[config.mk]
export PLATFORM = sky130hd
export DESIGN_NAME = rfid_spi_responder
export DESIGN_NICKNAME = d
export VERILOG_FILES = /design/src/rtl/rfid_spi_responder_pkg.sv /design/src/rtl/rfid_spi_responder_spi_slave_byte.sv /design/src/rtl/rfid_spi_responder.sv
export SDC_FILE = /design/constraint.sdc
export NUM_CORES = 1
export LEC_CHECK = 0
export CORE_MARGIN = 4
export CORE_UTILIZATION = 49
export DETAILED_ROUTE_END_ITERATION = 10
export PLACE_DENSITY = 0.76
export SYNTH_ARGS = -nofsm -noshare
export SYNTH_HDL_FRONTEND = slang
export SYNTH_SLANG_ARGS = --single-unit
export TNS_END_PERCENT = 100
[constraint.sdc]
create_clock -name CLOCK_50 -period 1.6 [get_ports CLOCK_50]
set_input_delay 0.48 -clock CLOCK_50 [delete_from_list [all_inputs] [get_ports CLOCK_50]]
set_output_delay 0.48 -clock CLOCK_50 [all_outputs]
set_load 0.005 [all_outputs]
[src/rtl/rfid_spi_responder_pkg.sv]
// Opcode table and encodings for the security-system SPI link.
// Both the master side and the reader-emulating slave import this package.
package rfid_spi_responder_pkg;

  localparam logic [7:0] CMD_UID        = 8'hAA;
  localparam logic [7:0] CMD_STATE_BASE = 8'hBA;
  localparam logic [7:0] IDLE_BYTE      = 8'h00;

  localparam logic [1:0] SYS_DISENGAGED = 2'd0;
  localparam logic [1:0] SYS_ENGAGED    = 2'd1;
  localparam logic [1:0] SYS_COUNTDOWN  = 2'd2;
  localparam logic [1:0] SYS_ALERT      = 2'd3;

  typedef enum logic [1:0] {
    S_IDLE,
    S_UID,
    S_STATE
  } seq_state_t;

  // Byte idx of a UID, byte 0 being the most significant.
  function automatic logic [7:0] uid_byte(input logic [31:0] uid, input logic [1:0] idx);
    case (idx)
      2'd0:    uid_byte = uid[31:24];
      2'd1:    uid_byte = uid[23:16];
      2'd2:    uid_byte = uid[15:8];
      default: uid_byte = uid[7:0];
    endcase
  endfunction

endpackage

[src/rtl/rfid_spi_responder_spi_slave_byte.sv]
// Mode-0 SPI slave byte engine: synchronises the SPI pins into CLOCK_50,
// shifts bytes in/out MSB first and flags completed or aborted bytes.
module spi_slave_byte #(
  parameter int unsigned SYNC_STAGES = 2
) (
  input  logic       i_clk,
  input  logic       i_reset_n,
  input  logic       i_sclk,
  input  logic       i_ss_n,
  input  logic       i_mosi,
  input  logic [7:0] i_tx_byte,
  output logic       o_miso,
  output logic [7:0] o_rx_byte,
  output logic       o_rx_valid,
  output logic       o_abort
);

  logic [SYNC_STAGES-1:0] r_sclk_sync, r_ss_sync, r_mosi_sync;
  logic                   r_sclk_prev, r_ss_prev, r_active;
  logic [2:0]             r_bit_cnt;
  logic [7:0]             r_rx_shift, r_tx_shift, r_rx_byte;
  logic                   r_rx_valid, r_abort;

  logic w_sclk, w_ss, w_mosi;
  logic w_sclk_rise, w_sclk_fall, w_ss_fall, w_ss_rise, w_last_bit;

  assign w_sclk      = r_sclk_sync[SYNC_STAGES-1];
  assign w_ss        = r_ss_sync[SYNC_STAGES-1];
  assign w_mosi      = r_mosi_sync[SYNC_STAGES-1];
  assign w_sclk_rise = w_sclk & ~r_sclk_prev;
  assign w_sclk_fall = ~w_sclk & r_sclk_prev;
  assign w_ss_fall   = ~w_ss & r_ss_prev;
  assign w_ss_rise   = w_ss & ~r_ss_prev;
  assign w_last_bit  = w_sclk_rise && (r_bit_cnt == 3'd7);

  always_ff @(posedge i_clk) begin
    r_sclk_sync <= {r_sclk_sync[SYNC_STAGES-2:0], i_sclk};
    r_ss_sync   <= {r_ss_sync[SYNC_STAGES-2:0], i_ss_n};
    r_mosi_sync <= {r_mosi_sync[SYNC_STAGES-2:0], i_mosi};
  end

  // Edge history tracks the pins through reset so that a slave select already
  // low at release is not mistaken for a new frame; r_active gates all shifting.
  always_ff @(posedge i_clk) begin
    r_sclk_prev <= w_sclk;
    r_ss_prev   <= w_ss;
    if (!i_reset_n) begin
      r_active   <= 1'b0;
      r_bit_cnt  <= '0;
      r_rx_shift <= '0;
      r_tx_shift <= '0;
      r_rx_byte  <= '0;
      r_rx_valid <= 1'b0;
      r_abort    <= 1'b0;
    end else begin
      r_rx_valid <= 1'b0;
      r_abort    <= 1'b0;
      if (w_ss_fall) begin
        r_active   <= 1'b1;
        r_bit_cnt  <= '0;
        r_tx_shift <= i_tx_byte;
      end else if (r_active) begin
        if (w_sclk_rise) begin
          r_rx_shift <= {r_rx_shift[6:0], w_mosi};
          r_bit_cnt  <= r_bit_cnt + 3'd1;
          if (w_last_bit) begin
            r_rx_byte  <= {r_rx_shift[6:0], w_mosi};
            r_rx_valid <= 1'b1;
          end
        end else if (w_sclk_fall) begin
          if (r_bit_cnt != 3'd0) r_tx_shift <= {r_tx_shift[6:0], 1'b0};
          else                   r_tx_shift <= i_tx_byte;
        end
        // A byte finishing on the same cycle as deselect still counts as complete.
        if (w_ss_rise) begin
          r_active  <= 1'b0;
          r_bit_cnt <= '0;
          if ((r_bit_cnt != 3'd0) && !w_last_bit) r_abort <= 1'b1;
        end
      end
    end
  end

  assign o_miso     = r_active & r_tx_shift[7];
  assign o_rx_byte  = r_rx_byte;
  assign o_rx_valid = r_rx_valid;
  assign o_abort    = r_abort;

endmodule

[src/rtl/rfid_spi_responder.sv]
// RFID reader emulation on the SPI link: replies to UID polls with a snapshot
// of the presented card and captures the trailing system-state command.
module rfid_spi_responder #(
  parameter int unsigned SYNC_STAGES    = 2,
  parameter logic [7:0]  CMD_UID        = rfid_spi_responder_pkg::CMD_UID,
  parameter logic [7:0]  CMD_STATE_BASE = rfid_spi_responder_pkg::CMD_STATE_BASE,
  parameter logic [7:0]  IDLE_BYTE      = rfid_spi_responder_pkg::IDLE_BYTE
) (
  input  logic        CLOCK_50,
  input  logic        reset,
  input  logic        spi_sclk,
  input  logic        spi_ss_n,
  input  logic        spi_mosi,
  output logic        spi_miso,
  input  logic [31:0] uid_in,
  input  logic        uid_present,
  output logic [1:0]  state_code,
  output logic        state_valid,
  output logic [7:0]  rx_byte,
  output logic        rx_valid,
  output logic        frame_error
);

  import rfid_spi_responder_pkg::*;

  seq_state_t  r_state, w_state_nxt;
  logic [2:0]  r_idx, w_idx_nxt;
  logic [31:0] r_uid, w_uid_nxt;
  logic [7:0]  r_next_tx, w_next_tx_nxt;
  logic [1:0]  r_state_code, w_state_code_nxt;
  logic        r_state_valid, w_state_valid_nxt;
  logic        r_frame_error, w_frame_error_nxt;
  logic        w_rx_valid, w_abort;
  logic [7:0]  w_rx_byte, w_state_ofs;

  spi_slave_byte #(.SYNC_STAGES(SYNC_STAGES)) u_byte (
    .i_clk      (CLOCK_50),
    .i_reset_n  (reset),
    .i_sclk     (spi_sclk),
    .i_ss_n     (spi_ss_n),
    .i_mosi     (spi_mosi),
    .i_tx_byte  (r_next_tx),
    .o_miso     (spi_miso),
    .o_rx_byte  (w_rx_byte),
    .o_rx_valid (w_rx_valid),
    .o_abort    (w_abort)
  );

  assign w_state_ofs = w_rx_byte - CMD_STATE_BASE;

  always_ff @(posedge CLOCK_50) begin
    if (!reset) begin
      r_state       <= S_IDLE;
      r_idx         <= '0;
      r_uid         <= '0;
      r_next_tx     <= '0;
      r_state_code  <= SYS_DISENGAGED;
      r_state_valid <= 1'b0;
      r_frame_error <= 1'b0;
    end else begin
      r_state       <= w_state_nxt;
      r_idx         <= w_idx_nxt;
      r_uid         <= w_uid_nxt;
      r_next_tx     <= w_next_tx_nxt;
      r_state_code  <= w_state_code_nxt;
      r_state_valid <= w_state_valid_nxt;
      r_frame_error <= w_frame_error_nxt;
    end
  end

  always_comb begin
    w_state_nxt       = r_state;
    w_idx_nxt         = r_idx;
    w_uid_nxt         = r_uid;
    w_next_tx_nxt     = r_next_tx;
    w_state_code_nxt  = r_state_code;
    w_state_valid_nxt = 1'b0;
    w_frame_error_nxt = 1'b0;
    if (w_abort) begin
      w_state_nxt       = S_IDLE;
      w_next_tx_nxt     = IDLE_BYTE;
      w_frame_error_nxt = 1'b1;
    end else if (w_rx_valid) begin
      if (w_rx_byte == CMD_UID) begin
        w_uid_nxt     = uid_present ? uid_in : '0;
        w_next_tx_nxt = uid_present ? uid_in[31:24] : '0;
        w_idx_nxt     = 3'd1;
        w_state_nxt   = S_UID;
      end else begin
        case (r_state)
          S_UID: begin
            if (r_idx == 3'd4) begin
              w_next_tx_nxt = IDLE_BYTE;
              w_state_nxt   = S_STATE;
            end else begin
              w_next_tx_nxt = uid_byte(r_uid, r_idx[1:0]);
              w_idx_nxt     = r_idx + 3'd1;
            end
          end
          S_STATE: begin
            // Unsigned offset below 4 covers exactly CMD_STATE_BASE..CMD_STATE_BASE+3.
            if (w_state_ofs < 8'd4) begin
              w_state_code_nxt  = w_state_ofs[1:0];
              w_state_valid_nxt = 1'b1;
            end else begin
              w_frame_error_nxt = 1'b1;
            end
            w_state_nxt   = S_IDLE;
            w_next_tx_nxt = IDLE_BYTE;
          end
          default: begin
            w_state_nxt   = S_IDLE;
            w_next_tx_nxt = IDLE_BYTE;
          end
        endcase
      end
    end
  end

  assign state_code  = r_state_code;
  assign state_valid = r_state_valid;
  assign frame_error = r_frame_error;
  assign rx_byte     = w_rx_byte;
  assign rx_valid    = w_rx_valid;

endmodule
==> results of run 1 <==
-- worst paths after layout --
kind,from,endpoint,slack [ns],depth (start not counted)
setup / recovery,r_idx[0]$_SDFFE_PN0P_,r_next_tx[4]$_SDFFE_PP0P_,-0.08,7
hold / removal,u_byte.r_ss_sync[0]$_DFF_P_,u_byte.r_ss_sync[1]$_DFF_P_,0.33,0
setup reg to reg,r_idx[0]$_SDFFE_PN0P_,r_next_tx[4]$_SDFFE_PP0P_,-0.08,7
hold reg to reg,u_byte.r_ss_sync[0]$_DFF_P_,u_byte.r_ss_sync[1]$_DFF_P_,0.33,0
-- cells by family after synthesis --
group,Yosys count,synth area share
AND/OR/NAND/NOR,107,0.165
AO/OA/AOI/OAI,99,0.230
flip-flops,86,0.480
buffers and inverters,37,0.0551
multiplexers,15,0.0418
adder cells (fa/ha/maj),8,0.0279
-- metal layers --
layer,global-route usage,vias to the layer above,part of all wire
li1,-,1478,-
met1,0.239,1418,0.43
met2,0.338,84,0.49
met3,0.0426,16,0.050
met4,0.0782,0,0.028
met5,0,-,0
-- cell type report --
class / count / area, µm² / share of cell area
Tap cell: 96 / 120 / 0.0243
Clock inverter: 6 / 47.5 / 0.00960
Timing Repair Buffer: 106 / 1030 / 0.207
Inverter: 13 / 56.3 / 0.0114
Clock buffer: 10 / 138 / 0.0278
Multi-Input combinational cell: 229 / 1820 / 0.368
Sequential cell: 86 / 1740 / 0.352
-- power breakdown --
part           total [W]  internal [W]  switching [W]
Clock            0.00141      0.000614       0.000799
Combinational   0.000221      0.000131      0.0000899
Sequential       0.00218       0.00216      0.0000137
Total            0.00381       0.00291       0.000903
-- sequential cells by signal, summed over array words and instances, names as in the netlist --
register,count
frame_error,1
r_idx,3
r_next_tx,8
r_state,2
r_uid,32
state_code,2
state_valid,1
u_byte.o_abort,1
u_byte.o_rx_byte,8
u_byte.o_rx_valid,1
u_byte.r_active,1
u_byte.r_bit_cnt,3
u_byte.r_mosi_sync,2
u_byte.r_rx_shift,7
u_byte.r_sclk_prev,1
u_byte.r_sclk_sync,2
u_byte.r_ss_prev,1
u_byte.r_ss_sync,2
u_byte.r_tx_shift,8
-- what timing repair did --
action,in CTS,in global routing
buffers inserted,4,9
cloned,0,2
hold buffers,0,0
setup endpoints to repair,58,51
pin swaps,9,35
gates resized for setup,37,36
-- cell usage in the layout, fill, tap and decap left out, types with 5 or more instances in the layout --
master	instances
nand2_1	34
buf_6	11
nor3_2	7
buf_4	38
dfxtp_2	13
a222oi_1	8
clkbuf_8	10
dlygate4sd2_1	10
nor2_1	16
clkdlybuf4s50_1	37
nor2b_1	10
a21boi_0	9
a22o_1	31
buf_12	5
nand3_1	11
dfxtp_1	72
o211a_1	7
o21ai_1	9
mux2i_1	15
inv_1	8
o21ai_0	8
-- stage by stage --
| stage | std cells | instance area, µm² | util | setup WS, ns |
|---|---|---|---|---|
| 2_1_floorplan | 352 | 3590 | - | 0.00820 |
| 3_3_place_gp | 515 | 4440 | 0.639 | -0.121 |
| 3_5_place_dp | 515 | 4440 | 0.639 | -0.165 |
| 4_1_cts | 535 | 4730 | 0.681 | -0.0408 |
| 5_1_grt | 546 | 4950 | 0.713 | -0.170 |
| 6_report | 546 | 4950 | 0.713 | -0.0758 |
==> key figures, run 1 <==
Detailed routing
  • Drt initial violations: 227
  • DRT Pass-1 Iters: 7
  • Vias: 2996
  • Drt via density: 5.49
  • Routed WL per cell: 16.2 µm
  • Residual DRC: 0
  • Final antenna-violating net count: 0
  • Routed wire length: 8.82 mm

STA
  • Endpoints failing setup: 36
  • Final worst-path cycle share: 1.05
  • RSZ-0062 raised after global routing: true
  • Pins Over Slew Limit: 0
  • Setup TNS: -1.48 ns
  • Post-route clock skew: 0.0113 ns
  • Slew HR: 0.771
  • Setup WS post-layout: -0.0758 ns
  • Final hold violations: 0
  • Slew of the pin with the lowest slew margin: 0.343 ns
  • Max Clk Rate: 597 MHz
  • Tmin final: 1.68 ns
  • Worst hold slack: 0.331 ns

Cells and area
  • Fin nets: 491
  • Ant. Diodes: 0
  • Area Growth Syn to Fin: 38.0%
  • Proportion of layout cells with a drive suffix above 1: 0.276
  • Fillers: 505

Yosys
  • Netlist cell types: 50
  • Synth cell count leaders: dfxtp_1 (86), nand2_1 (36), a22o_1 (31)
  • Cell type with the highest aggregate area in the netlist: dfxtp_1
  • Syn_area_per_cell: 10.2 µm²
  • Post-synth EDFFs: 0
  • Register bit total from synthesis: 86
  • Net Count, Synth: 398
  • Ys Warns: 0
  • Mapped Cells: 352
  • Sequential share of the synthesized area: 0.480
  • Post-synth top area share: 0.480
  • Synth top area cells: dfxtp_1 (48%), a22o_1 (7.6%), mux2i_1 (4.2%), nand2_1 (3.8%), a221oi_2 (2.9%)
  • Top-count cell post-synth: dfxtp_1
  • Asr flop ratio synth: 0
  • Synth Cell Area: 0.00359 mm²
  • Commonest register cell after synthesis: dfxtp_1

Die
  • Chip Width: 93.6 µm
  • Num rows: 30
  • Die area: 0.00876 mm²
  • Initial Util: 0.517
  • Die height: 93.6 µm
  • Core footprint: 0.00694 mm²
  • IO Pins: 52

Clock tree
  • Clk_lat worst skew: 0.36 ns
  • Clock tree sinks: 86
  • Root Driver: clkbuf_8
  • H-tree depth: 3
  • CTS clk-pin slew, worst paths: 0.09 ns
  • Maximum clock path buffer count: 2
  • CTS Buf Count: 9
  • CTS tree: done

Worst setup path
  • Nature of the critical path endpoint: flip-flop
  • CP top delay family: compound AO/OA/AOI/OAI gates
  • CP Launch Type: flip-flop
  • Worst path bufs/invs: 2
  • CP arrival: 1.94 ns
  • CP peak stage delay: 0.38 ns
  • CP Cell Sequence: inv_4 -> ha_4 -> buf_6 -> a222oi_1 -> o21ai_1 -> a221oi_4 -> nor3_2
  • CP Max Fanout: 5
  • Worst EP required: 1.86 ns
  • Setup Crit Path Kind: flip-flop to flip-flop
  • CP max-delay cell: dfxtp_4

Job
  • Maxcap violations: 0

Place
  • IO buf count: 51
  • RePlAce Congestion: 0.876
  • Detailed Place HPWL: 5.86 mm

Global routing
  • GRT overflow: 0
  • Total GRT Usage: 0.197
  • Vias in the first global route: 2844
  • First-pass GRT wire length: 13.6 mm
  • Initial antenna violation count: 0
  • Largest net degree at the start of global routing: 32

Pwr
  • Overall power: 0.00381 W
  • Cell Pwr Density: 769 mW/mm²
  • Peak VDD IR: 612 µV
  • Standby leakage power: 1.98 nW

Worst hold path
  • Hold Crit Class: flip-flop to flip-flop

Status
  • Status: finished with violations
  • Failing checks: negative setup slack
(Power assumes the default switching activity.)
==> run 2: changes to the inputs <==
--- a/config.mk
+++ b/config.mk
@@ -7,6 +7,7 @@
 export LEC_CHECK = 0
 export CORE_MARGIN = 4
 export CORE_UTILIZATION = 49
+export CTS_BUF_LIST = sky130_fd_sc_hd__clkbuf_16
 export DETAILED_ROUTE_END_ITERATION = 10
 export PLACE_DENSITY = 0.76
 export SYNTH_ARGS = -nofsm -noshare
==> run 2 against run 1 <==
Compared with the run above: the run still ends with negative setup slack left; final area is 2.8% higher; setup slack got worse by 0.035 ns; sequential share of layout area fell by 1.0 points; first-iteration DRC count decreased by 35%; flip-flop and latch count unchanged; critical path type unchanged; largest cell class unchanged; highest routed layer unchanged.
==> key figures, run 2 (synthesis gave the netlist of run 1 again) <==
Status
  • Status: finished with violations (unchanged)
  • Failing checks: negative setup slack (unchanged)

Detailed routing
  • Routed wire length: 9.08 mm (was 8.82 mm)
  • Routed WL per cell: 16.7 µm (was 16.2 µm)
  • DRT Pass-1 Iters: 5 (was 7)
  • Drt via density: 5.57 (was 5.49)
  • Drt initial violations: 147 (was 227)
  • Final antenna-violating net count: 0 (unchanged)
  • Residual DRC: 0 (unchanged)
  • Vias: 3036 (was 2996)

Worst setup path
  • Setup Crit Path Kind: flip-flop to flip-flop (unchanged)
  • CP arrival: 1.99 ns (was 1.94 ns)
  • CP Launch Type: flip-flop (unchanged)
  • Nature of the critical path endpoint: flip-flop (unchanged)
  • CP Max Fanout: 8 (was 5)
  • Worst EP required: 1.88 ns (was 1.86 ns)

Place
  • Place WS: -0.165 ns (unchanged)
  • RePlAce Congestion: 0.876 (unchanged)
  • Detailed Place HPWL: 5.86 mm (unchanged)
  • Placed Area: 0.00444 mm² (unchanged)
  • IO buf count: 51 (unchanged)

Clock tree
  • CTS clk-pin slew, worst paths: 0.07 ns (was 0.09 ns)
  • Clk_lat worst skew: 0.34 ns (was 0.36 ns)
  • Clock tree sinks: 86 (unchanged)
  • CTS tree: done (unchanged)
  • Maximum clock path buffer count: 2 (unchanged)
  • H-tree depth: 3 (unchanged)
  • CTS Buf Count: 9 (unchanged)
  • Root Driver: clkbuf_16 (was clkbuf_8)

Die
  • Die area: 0.00876 mm² (unchanged)
  • IO Pins: 52 (unchanged)
  • Initial Util: 0.517 (unchanged)
  • Chip Width: 93.6 µm (unchanged)
  • Core footprint: 0.00694 mm² (unchanged)
  • Die height: 93.6 µm (unchanged)
  • Num rows: 30 (unchanged)

Global routing
  • Total GRT Usage: 0.195 (was 0.197)
  • Vias in the first global route: 2842 (was 2844)
  • Largest net degree at the start of global routing: 32 (unchanged)
  • First-pass GRT wire length: 13.5 mm (was 13.6 mm)
  • GRT overflow: 0 (unchanged)
  • Initial antenna violation count: 0 (unchanged)

Cells and area
  • Fin nets: 490 (was 491)
  • Max FFs per register: 32 (unchanged)
  • Finished Cell Area: 0.00509 mm² (was 0.00495 mm²)
  • Commonest non-fill, non-tap cells in the layout: dfxtp_1 (76), buf_4 (38), clkdlybuf4s50_1 (37) (was dfxtp_1 (72), buf_4 (38), clkdlybuf4s50_1 (37))
  • Commonest non-fill, non-tap cell in the layout: dfxtp_1 (unchanged)
  • Fillers: 481 (was 505)
  • Ant. Diodes: 0 (unchanged)
  • Area Growth Syn to Fin: 41.8% (was 38.0%)
  • Reg with most FFs: r_uid (unchanged)
  • Proportion of layout cells with a drive suffix above 1: 0.269 (was 0.276)

Pwr
  • Cell Pwr Density: 844 mW/mm² (was 769 mW/mm²)
  • Standby leakage power: 2.03 nW (was 1.98 nW)
  • Peak VDD IR: 628 µV (was 612 µV)
  • Overall power: 0.00430 W (was 0.00381 W)

STA
  • Post-route clock skew: 0.00792 ns (was 0.0113 ns)
  • Final hold violations: 0 (unchanged)
  • Max Clk Rate: 584 MHz (was 597 MHz)
  • Pins Over Slew Limit: 0 (unchanged)
  • Tmin final: 1.71 ns (was 1.68 ns)
  • Setup WS post-layout: -0.111 ns (was -0.0758 ns)
  • Slew HR: 0.729 (was 0.771)
  • RSZ-0062 raised after global routing: true (unchanged)
  • Endpoints failing setup: 39 (was 36)
  • Setup TNS: -2.60 ns (was -1.48 ns)
  • Slew of the pin with the lowest slew margin: 0.406 ns (was 0.343 ns)
  • Final worst-path cycle share: 1.07 (was 1.05)

Job
  • Maxcap violations: 0 (unchanged)

Worst hold path
  • Hold Crit Class: flip-flop to flip-flop (unchanged)
## run 2: cell count changes in the layout (fill, tap and decap cells not counted), sizes merged
cell / previous run / this run
clkdlybuf4s15: 3 / 1
clkinv: 5 / 6
dlygate4sd2: 10 / 12
buf: 54 / 52
## run 2: area by class of cell
class	count	area, µm²	share of cell area
Sequential cell	86	1740	0.341
Timing Repair Buffer	105	1030	0.202
Tap cell	96	120	0.0236
Clock buffer	9	225	0.0443
Clock inverter	7	51.3	0.0101
Multi-Input combinational cell	229	1870	0.367
Inverter	13	58.8	0.0116
## run 2: repair_timing
item / CTS / global route
endpoints found under the hold margin: 0 / 0
gates resized for setup: 33 / 41
endpoints found under the setup margin: 56 / 50
pin swaps: 3 / 48
buffers inserted: 2 / 10
gates cloned: 0 / 3
hold buffers: 0 / 0
## run 2: worst paths after layout
path | cells past startpoint | start | to | slack, ns
setup / recovery | 9 | u_byte.o_rx_byte[2]$_SDFFE_PN0P_ | r_uid[19]$_SDFFE_PN0P_ | -0.11
hold / removal | 0 | u_byte.r_ss_sync[0]$_DFF_P_ | u_byte.r_ss_sync[1]$_DFF_P_ | 0.33
setup reg to reg | 9 | u_byte.o_rx_byte[2]$_SDFFE_PN0P_ | r_uid[19]$_SDFFE_PN0P_ | -0.11
hold reg to reg | 0 | u_byte.r_ss_sync[0]$_DFF_P_ | u_byte.r_ss_sync[1]$_DFF_P_ | 0.33
## run 2: metrics by stage
| stage | instances | utilization | hold slack [ns] |
|---|---|---|---|
| after floorplan | 352 | - | 0.310 |
| after global placement | 515 | 0.639 | 0.313 |
| after detailed placement | 515 | 0.639 | 0.314 |
| after CTS | 533 | 0.692 | 0.328 |
| after global routing | 545 | 0.733 | 0.334 |
| final | 545 | 0.733 | 0.325 |
## run 2: critical path, stage by stage, from the launching register on
cell and delay [ns]:
dfxtp_2 0.33, buf_6 0.11, nand4bb_4 0.22, nor2_4 0.13, buf_12 0.13, nand2_4 0.05, nor3_4 0.22, buf_6 0.16
clkbuf_16 0.15, a22o_1 0.14
## run 2: power by group
group	internal [W]	switching, W
Combinational	0.000130	0.0000905
Sequential	0.00216	0.0000134
Clock	0.00105	0.000845
Total	0.00335	0.000949
## run 2: metal layers
metal | vias to the layer above | GRT usage | share of wire
met5 | - | 0 | 0
met4 | 0 | 0.0866 | 0.028
met3 | 20 | 0.0290 | 0.054
met2 | 107 | 0.335 | 0.50
met1 | 1438 | 0.240 | 0.41
li1 | 1471 | - | -
==> run 3: changes to the inputs <==
--- a/config.mk
+++ b/config.mk
@@ -5,11 +5,13 @@
 export SDC_FILE = /design/constraint.sdc
 export NUM_CORES = 1
 export LEC_CHECK = 0
+export CORE_ASPECT_RATIO = 1.4
 export CORE_MARGIN = 4
 export CORE_UTILIZATION = 49
 export CTS_BUF_LIST = sky130_fd_sc_hd__clkbuf_16
 export DETAILED_ROUTE_END_ITERATION = 10
 export PLACE_DENSITY = 0.76
+export SLEW_MARGIN = 20
 export SYNTH_ARGS = -nofsm -noshare
 export SYNTH_HDL_FRONTEND = slang
 export SYNTH_SLANG_ARGS = --single-unit
==> run 3 against run 2 <==
Compared with the run above: the run still ends with negative setup slack left; non-clock buffer count decreased by 2; sequential share of layout area decreased by 0.51 points; final cell count decreased by 0.55%; final area increased by 1.9%; maximum frequency increased by 2.0%; power increased by 7.7%; register-to-register slack improved by 0.03 ns.
==> key figures, run 3 (synthesis gave the netlist of run 1 again) <==
Worst setup path
  • CP arrival: 1.92 ns (was 1.99 ns)
  • CP Cell Sequence: inv_4 -> ha_4 -> buf_12 -> a222oi_1 -> o21ai_1 -> a221oi_2 -> nor3_2 (was buf_6 -> nand4bb_4 -> nor2_4 -> buf_12 -> nand2_4 -> nor3_4 -> buf_6 -> clkbuf_16 -> a22o_1)
  • CP Max Fanout: 7 (was 8)
  • CP top delay family: compound AO/OA/AOI/OAI gates (was simple AND/OR/NAND/NOR gates)
  • R2r worst-path depth: 7 (was 9)
  • CP max-delay cell: a222oi_1 (was dfxtp_2)
  • Worst EP required: 1.84 ns (was 1.88 ns)
  • Worst r2r src: r_idx[0]$_SDFFE_PN0P_ (was u_byte.o_rx_byte[2]$_SDFFE_PN0P_)
  • Flop2flop setup slack: -0.08 ns (was -0.11 ns)
  • Worst path bufs/invs: 2 (was 4)
  • Nature of the critical path endpoint: flip-flop (unchanged)
  • Worst r2r dst: r_next_tx[2]$_SDFFE_PP0P_ (was r_uid[19]$_SDFFE_PN0P_)
  • CP peak stage delay: 0.37 ns (was 0.33 ns)
  • Setup Crit Path Kind: flip-flop to flip-flop (unchanged)
  • CP Launch Type: flip-flop (unchanged)

Cells and area
  • Final core occ: 0.738 (was 0.733)
  • Commonest non-fill, non-tap cells in the layout: dfxtp_1 (73), clkdlybuf4s50_1 (36), buf_4 (34) (was dfxtp_1 (76), buf_4 (38), clkdlybuf4s50_1 (37))
  • Reg with most FFs: r_uid (unchanged)
  • Ant. Diodes: 0 (unchanged)
  • Fillers: 473 (was 481)
  • Commonest non-fill, non-tap cell in the layout: dfxtp_1 (unchanged)
  • Proportion of layout cells with a drive suffix above 1: 0.275 (was 0.269)
  • Fin nets: 488 (was 490)
  • Max FFs per register: 32 (unchanged)
  • Area Growth Syn to Fin: 44.5% (was 41.8%)

Die
  • Initial Util: 0.511 (was 0.517)
  • Core footprint: 0.00703 mm² (was 0.00694 mm²)
  • Die height: 109 µm (was 93.6 µm)
  • Chip Width: 80.3 µm (was 93.6 µm)
  • Num rows: 36 (was 30)
  • IO Pins: 52 (unchanged)
  • Die area: 0.00878 mm² (was 0.00876 mm²)

Detailed routing
  • Drt via density: 5.70 (was 5.57)
  • Drt initial violations: 196 (was 147)
  • Routed WL per cell: 18.2 µm (was 16.7 µm)
  • DRT Pass-1 Iters: 4 (was 5)
  • Vias: 3089 (was 3036)
  • Residual DRC: 0 (unchanged)
  • Routed wire length: 9.85 mm (was 9.08 mm)
  • Final antenna-violating net count: 0 (unchanged)

STA
  • Final hold violations: 0 (unchanged)
  • Endpoints failing setup: 34 (was 39)
  • RSZ-0062 raised after global routing: true (unchanged)
  • Tmin final: 1.68 ns (was 1.71 ns)
  • Final worst-path cycle share: 1.05 (was 1.07)
  • Max Clk Rate: 596 MHz (was 584 MHz)
  • Slew of the pin with the lowest slew margin: 0.354 ns (was 0.406 ns)
  • Pins Over Slew Limit: 0 (unchanged)
  • Post-route clock skew: 0.00942 ns (was 0.00792 ns)
  • Slew HR: 0.762 (was 0.729)
  • Setup WS post-layout: -0.0776 ns (was -0.111 ns)
  • Worst hold slack: 0.329 ns (was 0.325 ns)

Clock tree
  • CTS tree: done (unchanged)
  • Clock tree sinks: 86 (unchanged)
  • Clk_lat worst skew: 0.35 ns (was 0.34 ns)
  • CTS Buf Count: 9 (unchanged)
  • H-tree depth: 3 (unchanged)
  • Maximum clock path buffer count: 2 (unchanged)
  • Root Driver: clkbuf_16 (unchanged)
  • CTS Hold Bufs: 0 (unchanged)
  • CTS clk-pin slew, worst paths: 0.07 ns (about the same)

Worst hold path
  • Hold Path Sink: u_byte.r_sclk_sync[1]$_DFF_P_ (was u_byte.r_ss_sync[1]$_DFF_P_)
  • Worst Hold Depth: 0 (unchanged)
  • Hold Crit Class: flip-flop to flip-flop (unchanged)
  • Hold Startpoint: u_byte.r_sclk_sync[0]$_DFF_P_ (was u_byte.r_ss_sync[0]$_DFF_P_)

Status
  • Status: finished with violations (unchanged)
  • Failing checks: negative setup slack (unchanged)

Global routing
  • Vias in the first global route: 3075 (was 2842)
  • First-pass GRT wire length: 14.3 mm (was 13.5 mm)
  • Total GRT Usage: 0.211 (was 0.195)
  • Initial antenna violation count: 0 (unchanged)
  • Largest net degree at the start of global routing: 32 (unchanged)
  • GRT overflow: 0 (unchanged)

Pwr
  • Cell Pwr Density: 892 mW/mm² (was 844 mW/mm²)
  • Standby leakage power: 2.08 nW (was 2.03 nW)
  • Peak VDD IR: 813 µV (was 628 µV)

Place
  • Detailed Place HPWL: 5.70 mm (was 5.86 mm)
  • IO buf count: 51 (unchanged)
  • RePlAce Congestion: 0.837 (was 0.876)

Job
  • Maxcap violations: 0 (unchanged)
==> run 3: layout make-up <==
type | instances | area [µm²] | share of cell area
Clock buffer | 9 | 225 | 0.0434
Clock inverter | 7 | 87.6 | 0.0169
Inverter | 13 | 56.3 | 0.0109
Multi-Input combinational cell | 229 | 1880 | 0.362
Sequential cell | 86 | 1740 | 0.336
Tap cell | 95 | 119 | 0.0229
Timing Repair Buffer | 103 | 1080 | 0.208
==> run 3: layer usage <==
layer | vias to the layer above | GRT usage | part of all wire
li1 | 1478 | - | -
met1 | 1490 | 0.248 | 0.40
met2 | 98 | 0.369 | 0.53
met3 | 23 | 0.0314 | 0.044
met4 | 0 | 0.105 | 0.030
met5 | - | 0 | 0
==> run 3: worst max path at each step <==
stage,from,to,cells after the start
3_3_place_gp,r_idx[0]$_SDFFE_PN0P_,r_next_tx[3]$_SDFFE_PP0P_,6
4_1_cts,r_idx[0]$_SDFFE_PN0P_,r_next_tx[2]$_SDFFE_PP0P_,7
5_1_grt,r_idx[0]$_SDFFE_PN0P_,r_next_tx[5]$_SDFFE_PP0P_,7
6_report,r_idx[0]$_SDFFE_PN0P_,r_next_tx[2]$_SDFFE_PP0P_,7
2_1_floorplan,r_idx[1]$_SDFFE_PN0P_,r_next_tx[3]$_SDFFE_PP0P_,7
3_5_place_dp,uid_present,r_uid[12]$_SDFFE_PN0P_,5
==> run 3: what timing repair did <==
action / 4_1_cts / 5_1_grt
setup endpoints to repair: 54 / 53
gates cloned: 1 / 5
gates resized for setup: 35 / 38
setup buffers: 7 / 4
pin swaps: 12 / 29
==> run 3: where the power goes <==
| group | total (W) | leakage [nW] | switching [W] | internal, W |
|---|---|---|---|---|
| clock | 0.00220 | 0.155 | 0.000949 | 0.00125 |
| sequential | 0.00217 | 0.704 | 0.0000123 | 0.00216 |
| combinational | 0.000248 | 1.22 | 0.000100 | 0.000147 |
| total | 0.00462 | 2.08 | 0.00106 | 0.00356 |
==> run 3: through the flow <==
| step | setup WS [ns] | total power (W) | instances | area (µm²) | TNS (ns) |
|---|---|---|---|---|---|
| after detailed placement | -0.189 | 0.00245 | 510 | 4420 | -6.17 |
| after CTS | -0.0241 | 0.00463 | 534 | 4910 | -0.109 |
| final | -0.0776 | 0.00463 | 542 | 5180 | -0.978 |
| after global placement | -0.155 | 0.00244 | 510 | 4420 | -4.90 |
| after floorplan | 0.00820 | 0.00230 | 352 | 3590 | 0 |
| after global routing | -0.141 | 0.00474 | 542 | 5180 | -3.46 |
